<file path="config.mk">
export PLATFORM = sky130hd
export DESIGN_NAME = fetch_decode
export DESIGN_NICKNAME = d
export VERILOG_FILES = /design/src/rtl/fetch_decode.sv
export SDC_FILE = /design/constraint.sdc
export NUM_CORES = 2
export LEC_CHECK = 0
export BUFFER_PORTS_ARGS = -buffer_cell sky130_fd_sc_hd__buf_2
export CORE_ASPECT_RATIO = 1.2
export CORE_MARGIN = 8
export CORE_UTILIZATION = 65
export CTS_BUF_LIST = sky130_fd_sc_hd__clkbuf_4 sky130_fd_sc_hd__clkbuf_8
export DETAILED_ROUTE_END_ITERATION = 7
export HOLD_SLACK_MARGIN = 0.08
export PLACE_DENSITY = 0.85
export SETUP_SLACK_MARGIN = 0.15
export SLEW_MARGIN = 20
export SYNTH_ARGS = -nofsm -noshare
export SYNTH_HDL_FRONTEND = slang
export SYNTH_SLANG_ARGS = --single-unit
</file>
<file path="constraint.sdc">
create_clock -name clk -period 71.7 [get_ports clk]
set_input_delay 7.17 -clock clk [delete_from_list [all_inputs] [get_ports clk]]
set_output_delay 7.17 -clock clk [all_outputs]
set_load 0.02 [all_outputs]
</file>
<file path="src/rtl/fetch_decode.sv">
// ---------------------------------------------------------------------------
// fetch_decode
//
// A small RV32I-style fetch / decode front end. It fetches one instruction
// word, spends exactly one EXEC cycle presenting the decoded ALU op and its
// operands, and then writes the externally computed result back to the
// register file. An undecodable word parks the block in HALT until reset.
//
// Build option:
//   MISALIGN_TRAP_EN - when defined, a taken JAL/JALR/branch whose target has
//                      bit 1 set enters HALT. The register write and PC update
//                      for that instruction are dropped. When undefined, the
//                      computed target is used as is.
//
// Ports:
//   clk     in   1   sole clock, rising edge
//   reset   in   1   asynchronous, active-high
//   iaddr   out  32  instruction fetch address (PC)
//   idata   in   32  instruction word from imem
//   ivalid  in   1   idata valid this cycle
//   instr   out  32  latched instruction
//   op      out  6   ALU op code (63 outside EXEC or when undecodable)
//   rv1     out  32  operand 1, reg[rs1]
//   rv2     out  32  operand 2, I-immediate or reg[rs2]
//   daddr   out  32  load/store address
//   rvout   in   32  ALU result for writeback
//   exec    out  1   high during EXEC
//   halted  out  1   high in HALT
// ---------------------------------------------------------------------------
module fetch_decode (
    input  logic        clk,
    input  logic        reset,
    output logic [31:0] iaddr,
    input  logic [31:0] idata,
    input  logic        ivalid,
    output logic [31:0] instr,
    output logic [5:0]  op,
    output logic [31:0] rv1,
    output logic [31:0] rv2,
    output logic [31:0] daddr,
    input  logic [31:0] rvout,
    output logic        exec,
    output logic        halted
);

    // ALU op codes
    localparam logic [5:0] OP_ADDI  = 6'd0;
    localparam logic [5:0] OP_SLTI  = 6'd1;
    localparam logic [5:0] OP_SLTIU = 6'd2;
    localparam logic [5:0] OP_XORI  = 6'd3;
    localparam logic [5:0] OP_ORI   = 6'd4;
    localparam logic [5:0] OP_ANDI  = 6'd5;
    localparam logic [5:0] OP_SLLI  = 6'd6;
    localparam logic [5:0] OP_SRLI  = 6'd7;
    localparam logic [5:0] OP_SRAI  = 6'd8;
    localparam logic [5:0] OP_ADD   = 6'd9;
    localparam logic [5:0] OP_SUB   = 6'd10;
    localparam logic [5:0] OP_SLL   = 6'd11;
    localparam logic [5:0] OP_SLT   = 6'd12;
    localparam logic [5:0] OP_SLTU  = 6'd13;
    localparam logic [5:0] OP_XOR   = 6'd14;
    localparam logic [5:0] OP_SRL   = 6'd15;
    localparam logic [5:0] OP_SRA   = 6'd16;
    localparam logic [5:0] OP_OR    = 6'd17;
    localparam logic [5:0] OP_AND   = 6'd18;
    localparam logic [5:0] OP_LB    = 6'd19;
    localparam logic [5:0] OP_LH    = 6'd20;
    localparam logic [5:0] OP_LW    = 6'd21;
    localparam logic [5:0] OP_LBU   = 6'd22;
    localparam logic [5:0] OP_LHU   = 6'd23;
    localparam logic [5:0] OP_SB    = 6'd24;
    localparam logic [5:0] OP_SH    = 6'd25;
    localparam logic [5:0] OP_SW    = 6'd26;
    localparam logic [5:0] OP_LUI   = 6'd27;
    localparam logic [5:0] OP_AUIPC = 6'd28;
    localparam logic [5:0] OP_JAL   = 6'd29;
    localparam logic [5:0] OP_JALR  = 6'd30;
    localparam logic [5:0] OP_BEQ   = 6'd31;
    localparam logic [5:0] OP_BNE   = 6'd32;
    localparam logic [5:0] OP_BLT   = 6'd33;
    localparam logic [5:0] OP_BGE   = 6'd34;
    localparam logic [5:0] OP_BLTU  = 6'd35;
    localparam logic [5:0] OP_BGEU  = 6'd36;
    localparam logic [5:0] OP_BAD   = 6'd63;

    localparam logic [31:0] NOP_WORD = 32'h0000_0013;

`ifdef MISALIGN_TRAP_EN
    localparam bit TRAP_EN = 1'b1;
`else
    localparam bit TRAP_EN = 1'b0;
`endif

    typedef enum logic [1:0] {
        ST_FETCH = 2'd0,
        ST_EXEC  = 2'd1,
        ST_HALT  = 2'd2
    } state_t;

    state_t      state_reg;
    logic [31:0] pc_reg;
    logic [31:0] instr_reg;
    logic        exec_reg;
    logic        halted_reg;

    logic [31:0] regs [32];

    // Instruction fields
    logic [6:0]  opcode;
    logic [2:0]  funct3;
    logic [6:0]  funct7;
    logic [4:0]  rs1;
    logic [4:0]  rs2;
    logic [4:0]  rd;
    logic [31:0] imm_i;
    logic [31:0] imm_s;
    logic [31:0] imm_b;
    logic [31:0] imm_j;

    logic [5:0]  dec_op;
    logic [31:0] rs1_val;
    logic [31:0] rs2_val;
    logic        br_taken;
    logic        redirect;
    logic [31:0] target;
    logic        trap;
    logic        writes_rd;
    logic        wr_en;
    logic        in_exec;
    logic [31:0] daddr_calc;

    assign opcode = instr_reg[6:0];
    assign funct3 = instr_reg[14:12];
    assign funct7 = instr_reg[31:25];
    assign rs1    = instr_reg[19:15];
    assign rs2    = instr_reg[24:20];
    assign rd     = instr_reg[11:7];

    assign imm_i = {{20{instr_reg[31]}}, instr_reg[31:20]};
    assign imm_s = {{20{instr_reg[31]}}, instr_reg[31:25], instr_reg[11:7]};
    assign imm_b = {{19{instr_reg[31]}}, instr_reg[31], instr_reg[7],
                    instr_reg[30:25], instr_reg[11:8], 1'b0};
    assign imm_j = {{11{instr_reg[31]}}, instr_reg[31], instr_reg[19:12],
                    instr_reg[20], instr_reg[30:21], 1'b0};

    // x0 is never written, so a plain array read returns 0 for it
    assign rs1_val = regs[rs1];
    assign rs2_val = regs[rs2];

    // -----------------------------------------------------------------------
    // Decode
    // -----------------------------------------------------------------------
    always_comb begin
        dec_op = OP_BAD;
        case (opcode)
            7'b0010011: begin
                case (funct3)
                    3'b000:  dec_op = OP_ADDI;
                    3'b010:  dec_op = OP_SLTI;
                    3'b011:  dec_op = OP_SLTIU;
                    3'b100:  dec_op = OP_XORI;
                    3'b110:  dec_op = OP_ORI;
                    3'b111:  dec_op = OP_ANDI;
                    3'b001:  if (funct7 == 7'b0000000) dec_op = OP_SLLI;
                    3'b101: begin
                        if (funct7 == 7'b0000000)      dec_op = OP_SRLI;
                        else if (funct7 == 7'b0100000) dec_op = OP_SRAI;
                    end
                    default: dec_op = OP_BAD;
                endcase
            end
            7'b0110011: begin
                case ({funct7, funct3})
                    {7'b0000000, 3'b000}: dec_op = OP_ADD;
                    {7'b0100000, 3'b000}: dec_op = OP_SUB;
                    {7'b0000000, 3'b001}: dec_op = OP_SLL;
                    {7'b0000000, 3'b010}: dec_op = OP_SLT;
                    {7'b0000000, 3'b011}: dec_op = OP_SLTU;
                    {7'b0000000, 3'b100}: dec_op = OP_XOR;
                    {7'b0000000, 3'b101}: dec_op = OP_SRL;
                    {7'b0100000, 3'b101}: dec_op = OP_SRA;
                    {7'b0000000, 3'b110}: dec_op = OP_OR;
                    {7'b0000000, 3'b111}: dec_op = OP_AND;
                    default:              dec_op = OP_BAD;
                endcase
            end
            7'b0000011: begin
                case (funct3)
                    3'b000:  dec_op = OP_LB;
                    3'b001:  dec_op = OP_LH;
                    3'b010:  dec_op = OP_LW;
                    3'b100:  dec_op = OP_LBU;
                    3'b101:  dec_op = OP_LHU;
                    default: dec_op = OP_BAD;
                endcase
            end
            7'b0100011: begin
                case (funct3)
                    3'b000:  dec_op = OP_SB;
                    3'b001:  dec_op = OP_SH;
                    3'b010:  dec_op = OP_SW;
                    default: dec_op = OP_BAD;
                endcase
            end
            7'b0110111: dec_op = OP_LUI;
            7'b0010111: dec_op = OP_AUIPC;
            7'b1101111: dec_op = OP_JAL;
            7'b1100111: if (funct3 == 3'b000) dec_op = OP_JALR;
            7'b1100011: begin
                case (funct3)
                    3'b000:  dec_op = OP_BEQ;
                    3'b001:  dec_op = OP_BNE;
                    3'b100:  dec_op = OP_BLT;
                    3'b101:  dec_op = OP_BGE;
                    3'b110:  dec_op = OP_BLTU;
                    3'b111:  dec_op = OP_BGEU;
                    default: dec_op = OP_BAD;
                endcase
            end
            default: dec_op = OP_BAD;
        endcase
    end

    // -----------------------------------------------------------------------
    // Branch resolution and next-PC selection
    // -----------------------------------------------------------------------
    always_comb begin
        br_taken = 1'b0;
        case (dec_op)
            OP_BEQ:  br_taken = (rs1_val == rs2_val);
            OP_BNE:  br_taken = (rs1_val != rs2_val);
            OP_BLT:  br_taken = ($signed(rs1_val) <  $signed(rs2_val));
            OP_BGE:  br_taken = ($signed(rs1_val) >= $signed(rs2_val));
            OP_BLTU: br_taken = (rs1_val <  rs2_val);
            OP_BGEU: br_taken = (rs1_val >= rs2_val);
            default: br_taken = 1'b0;
        endcase
    end

    always_comb begin
        redirect = 1'b0;
        target   = pc_reg + 32'd4;
        if (dec_op == OP_JAL) begin
            redirect = 1'b1;
            target   = pc_reg + imm_j;
        end else if (dec_op == OP_JALR) begin
            redirect = 1'b1;
            target   = (rs1_val + imm_i) & ~32'd1;
        end else if (br_taken) begin
            redirect = 1'b1;
            target   = pc_reg + imm_b;
        end
    end

    // Bit 0 of every target is already clear, so only bit 1 can misalign
    assign trap = TRAP_EN & redirect & target[1];

    // Stores, branches and the undecodable op leave the register file alone
    assign writes_rd = (dec_op <= OP_LHU) ||
                       ((dec_op >= OP_LUI) && (dec_op <= OP_JALR));

    assign in_exec = (state_reg == ST_EXEC);
    assign wr_en   = in_exec && writes_rd && !trap && (rd != 5'd0);

    always_comb begin
        daddr_calc = 32'd0;
        if ((dec_op >= OP_LB) && (dec_op <= OP_LHU))
            daddr_calc = rs1_val + imm_i;
        else if ((dec_op >= OP_SB) && (dec_op <= OP_SW))
            daddr_calc = rs1_val + imm_s;
    end

    // -----------------------------------------------------------------------
    // Control FSM
    // -----------------------------------------------------------------------
    always_ff @(posedge clk or posedge reset) begin
        if (reset) begin
            state_reg  <= ST_FETCH;
            pc_reg     <= 32'd0;
            instr_reg  <= NOP_WORD;
            exec_reg   <= 1'b0;
            halted_reg <= 1'b0;
        end else begin
            case (state_reg)
                ST_FETCH: begin
                    if (ivalid) begin
                        instr_reg <= idata;
                        state_reg <= ST_EXEC;
                        exec_reg  <= 1'b1;
                    end
                end
                ST_EXEC: begin
                    exec_reg <= 1'b0;
                    if ((dec_op == OP_BAD) || trap) begin
                        state_reg  <= ST_HALT;
                        halted_reg <= 1'b1;
                    end else begin
                        pc_reg    <= target;
                        state_reg <= ST_FETCH;
                    end
                end
                ST_HALT: begin
                    state_reg  <= ST_HALT;
                    halted_reg <= 1'b1;
                end
                default: begin
                    state_reg  <= ST_FETCH;
                    exec_reg   <= 1'b0;
                    halted_reg <= 1'b0;
                end
            endcase
        end
    end

    // -----------------------------------------------------------------------
    // Register file: 32 x 32, two combinational reads, one write
    // -----------------------------------------------------------------------
    always_ff @(posedge clk or posedge reset) begin
        if (reset) begin
            for (int i = 0; i < 32; i++) begin
                regs[i] <= 32'd0;
            end
        end else if (wr_en) begin
            regs[rd] <= rvout;
        end
    end

    // -----------------------------------------------------------------------
    // Outputs
    // -----------------------------------------------------------------------
    assign iaddr  = pc_reg;
    assign instr  = instr_reg;
    assign exec   = exec_reg;
    assign halted = halted_reg;

    assign op    = in_exec ? dec_op  : OP_BAD;
    assign rv1   = in_exec ? rs1_val : 32'd0;
    // I-format ALU ops take the immediate as their second operand
    assign rv2   = in_exec ? ((dec_op <= OP_SRAI) ? imm_i : rs2_val) : 32'd0;
    assign daddr = in_exec ? daddr_calc : 32'd0;

endmodule

</file>
# Word-level counts from Yosys, hierarchy flattened
# Cells that the tools add are included.
[totals] regBits=1092 word_cells=157
[op_classes] reduce_logical=16 n_mux=37 bitwise_logic=6 eq_ne=41 addsub=5 n_lt_le_gt_ge=15
[ops] cell="$bwmux 1024" count=1
[ops] cell="$mux 32" count=14
[ops] cell="$bmux 32 s5" count=2
[ops] cell="$demux 32 s5" count=1
[ops] cell="$add 32x32->32" count=4
[ops] cell="$ge 32x32->1" count=2
[ops] cell="$lt 32x32->1" count=2
[ops] cell="$pmux 6 s10" count=1
[ops] cell="$pmux 6 s9" count=1
[ops] cell="$pmux 6 s8" count=1
[ops] cell="$eq 10x3->1 const B" count=4
[ops] cell="$eq 6x6->1 const B" count=6
[ops] cell="$pmux 6 s6" count=1
[ops] cell="$add 32x3->32 const B" count=1
[ops] cell="$eq 32x32->1" count=1
[ops] cell="$ne 32x32->1" count=1
[ops] cell="$mux 6" count=5
[ops] cell="$pmux 6 s5" count=1
[ops] cell="$eq 7x6->1 const B" count=4
[ops] cell="$eq 7x7->1 const B" count=3
[ops] cell="$eq 10x2->1 const B" count=2
[ops] cell="$eq 10x9->1 const B" count=2
[ops] cell="$eq 6x5->1 const B" count=3
[ops] cell="$ge 6x5->1 const B" count=3
[ops] cell="31 further kinds" count=54

# Longest topological paths before layout
[depth] word_depth=10 depth_mapped=20 ltp_nobuf=16

# Worst setup path before layout
# No wires, ideal clock.
[synth_path] path_type="register -> output" from="register instr_reg[15] (netlist: instr[15])" to="output daddr[18]" required_time_ns=64.530 arrival_time_ns=5.753 stages_incl_launch_ff=20 path_slack_ns=58.777 path_cell_list="dfrtp_1 -> clkbuf_1 -> buf_2 -> buf_1 -> buf_1 -> mux4_2 -> mux4_2 -> mux2i_1 -> inv_1 -> ha_1 -> fa_1 -> a21o_1 -> a21oi_1 -> o21bai_1 -> a21o_1 -> a21oi_1 -> o21ai_0 -> xnor2_1 -> a22oi_1 -> nor2_1"
[synth_via] elab_chain_len=8
[synth_rtl] element="from (decl)" line_no="102" rtl="logic [31:0] instr_reg;"
[synth_rtl] element="from (signal assigned)" line_no="287" rtl="instr_reg <= idata;"
[synth_rtl] element="$not 5->6 (implied by the code) (*)" line_no="147" rtl="assign rs1_val = regs[rs1];"
[synth_rtl] element="$bmux 32 s5 (*)" line_no="147"
[synth_rtl] element="$mux 32 (implied by the code) (*) (2 in series)" line_no="147"
[synth_rtl] element="$add 32x32->32" line_no="270" rtl="daddr_calc = rs1_val + imm_s;"
[synth_rtl] element="$mux 32" line_no="269" rtl="else if ((dec_op >= OP_SB) && (dec_op <= OP_SW))"
[synth_rtl] element="$mux 32 (*)" line_no="267" rtl="if ((dec_op >= OP_LB) && (dec_op <= OP_LHU))"
[synth_rtl] element="$mux 32 (*)" line_no="340" rtl="assign daddr = in_exec ? daddr_calc : 32'd0;"
[synth_rtl] element="to (decl)" line_no="40" rtl="output logic [31:0] daddr,"
# Every way passes the cells marked *; elsewhere a longest branch is shown, timed or not. The select of a mux whose other input is x is not followed.

# Worst setup path in the final report
[layout_path] from="register instr_reg[16] (netlist: instr[16])" to="output daddr[31]"
# The elaborated chain is that of the path after synthesis.

==> impl_metrics.csv <==
group,metric,value,unit
yosys,synth_compound_area_share,5.995,%
die,die_w,305.4,um
finish,regArea,27340,sq um
detailed_routing,wl,205400,um
die,die_h,363.3,um
finish,synthToLayoutAreaGrowth,8.609,%
pwr,leakagePower,29.20,nW
clocking,cts_resized,0,
timing,period_needed,15.92,ns
clocking,tritoncts,"built",
finish,drive_gt1_share,48.71,%
die,pin_count,235,
die,start_util,65.48,%
yosys,async_reset_ff_share,100.0,%
detailed_routing,wl_per_cell,33.30,um
yosys,yosysSeqAreaShare,41.79,%
setup_path,crit_fanout,70,
finish,n_fill_cell,6273,
placed_design,gp_congestion,1.046,
timing,slew_headroom,20.87,%
die,die_area,111000,sq um
detailed_routing,final_antenna_net_count,0,
grt,grt_max_degree,179,
clocking,htree_levels,4,
timing,setup_viol,0,
placed_design,placed_area,67120,sq um
finish,post_layout_nonfiller_instances,6167,
finish,largest_reg_flops,1024,
clocking,ctsHoldBuffers,0,
clocking,cts.sink_count,1091,
timing,setup_ws,55.78,ns
timing,min_period_over_period,22.20,%
detailed_routing,dr.first_iter.drc_count,5990,
finish,layout_common_cells,"dfrtp_1 (1077), mux2_2 (1056), mux4_2 (640)",
yosys,synthesis.nets,4925,
finish,final_area,70970,sq um
setup_path,critPathRequiredTime,64.53,ns
detailed_routing,drc,0,
yosys,ys.flop_type,"dfrtp_1",
setup_path,start_kind,"register",
grt,grt_pass1_wl,307300,um
timing,max_freq,62.81,MHz
yosys,synth_edf_count,0,
clocking,insertion_delay,0.92,ns
timing,hold_viol,0,
yosys,synth_top_family_by_area,"multiplexers",
worst_hold_path,min_from,"regs[1001]",
clocking,cts_buffers,172,
finish,final_common_cell,"dfrtp_1",
timing,slew_violations,0,
timing,tns,0,ns
yosys,synth_top_area_share,41.67,%
grt,grt_overflow,0,
yosys,yosys_register_bits,1091,
placed_design,dp_hpwl,123000,um
yosys,syn-instance-count,4739,
placed_design,place_ws,56.77,ns
finish,multi_input_area,36270,sq um
yosys,yosysWarnings,0,
detailed_routing,post_drt_via_cell_ratio,7.534,
yosys,synth_mux_area_share,40.92,%
clocking,clock_tree.buffer_depth,3,
setup_path,path_class,"reg2out",
detailed_routing,vias,46460,
yosys,synthAdderAreaFrac,2.325,%
yosys,syn_area_per_cell,13.79,sq um
setup_path,cp-startpoint,"instr[16]",
grt,grt_pass1_vias,47950,
detailed_routing,firstDrtPassIters,6,
clocking,postCtsSetupBuffers,0,
timing,tightest_slew,1.187,ns
yosys,yosys.cell_types.count,76,
finish,nets,4925,
grt,antenna_found_initial,9,
grt,grt_usage,36.84,%
yosys,synth_area_leaders,"dfrtp_1 (42%), mux4_2 (22%), mux2_2 (18%)",
pwr,ir_drop,0.00003899,V
placed_design,port_buffers,233,
die,core_area,99790,sq um
status,status,"finished, final reports clean",
job,cap_viol_max_count,0,
timing,fin_skew,0.04695,ns
yosys,yosys.area_share.simple,4.142,%
die,rows,127,
timing,rsz0062_at_grt,"no",
yosys,synthXorXnorAreaFrac,1.595,%
setup_path,r2r-start,"instr[16]",
placed_design,placedCellCount,5853,
clocking,clk_pin_slew,0.07,ns
clocking,cts_root_buffer,"clkbuf_8",
pwr,powerDensity,46.18,nW/um^2
setup_path,endpoint_kind,"primary output",
worst_hold_path,hold_path_class,"reg2reg",
setup_path,worstPathArrival,8.75,ns
yosys,syn_area,65340,sq um
yosys,synth_top_area_cell,"dfrtp_1",
final timing paths:
path,to,cells after the start,slack [ns]
max,daddr[31],19,55.78
min,regs[1001],0,0.40
max reg2reg,iaddr[18],21,61.92
min reg2reg,regs[1001],0,0.40
max in group asynchronous,regs[1019],6,61.21
min in group asynchronous,regs[197],2,6.45
kinds of logic (layout without fill, tap and decap cells):
logic type | after synthesis | after routing
AOI/OAI and AO/OA | 607 | 607
xor gates and xnor gates | 119 | 119
adders and majority gates | 119 | 119
buffers and inverters | 522 | 653
DFF | 1091 | 1091
muxes | 1739 | 1739
other | 1 | 8
and+or+nand+nor | 541 | 541
report_power, final:
group          switching [W]  leakage, nW  internal, W
clock network       0.000263         2.00     0.000323
registers           0.000110         13.0     0.000662
logic                0.00111         14.2     0.000809
total                0.00148         29.2      0.00179
metrics by stage:
step	hold WS, ns	util (%)	total power, W
final	0.3979	71.12	0.003277
after global routing	0.4056	71.12	0.003417
after CTS	0.3973	71.05	0.003231
after detailed placement	0.3833	67.26	0.002640
after global placement	0.3763	67.26	0.002612
after floorplan	0.4413	-	0.002074
area by class of cell:
type,count,share of cell area [%]
Inverter,44,0.2433
Clock inverter,28,0.5342
Sequential cell,1091,38.53
Antenna cell,7,0.02468
Tap cell,1290,2.274
Multi-Input combinational cell,3126,51.11
Clock buffer,277,4.790
Timing Repair Buffer,304,2.498
synth_stat cells, types with 46 or more instances:
master	number
dfrtp_1	1088
mux2_2	1056
mux4_2	640
clkbuf_1	316
a21oi_1	189
nor2_1	135
ha_1	115
nand2_1	114
o21ai_0	111
buf_2	102
xnor2_1	78
nand3_1	74
buf_1	55
a21o_1	47
and2_1	46
critical path, cell delays in order, from the launching register on:
cell and delay (ns):
dfrtp_4 0.43, buf_4 0.82, buf_4 0.64, buf_16 0.34, buf_4 0.75, buf_4 0.75, mux4_2 0.41, mux4_2 0.47
mux2_2 0.35, ha_1 0.47, nand2_1 0.24, nor2_1 0.43, nand4b_1 0.17, or3_1 0.40, o21a_1 0.18, o211ai_1 0.12
and3_1 0.20, o21bai_1 0.07, a21oi_1 0.17, buf_2 0.20
metal layers:
layer / vias up / share of wire [%] / GRT usage [%]
met3: 891 / 11 / 10.50
met1: 23960 / 34 / 45.43
met4: 4 / 7.8 / 25.13
met2: 3227 / 47 / 56.73
li1: 18380 / - / -
met5: - / 0.013 / 0
(Power assumes the default switching activity.)
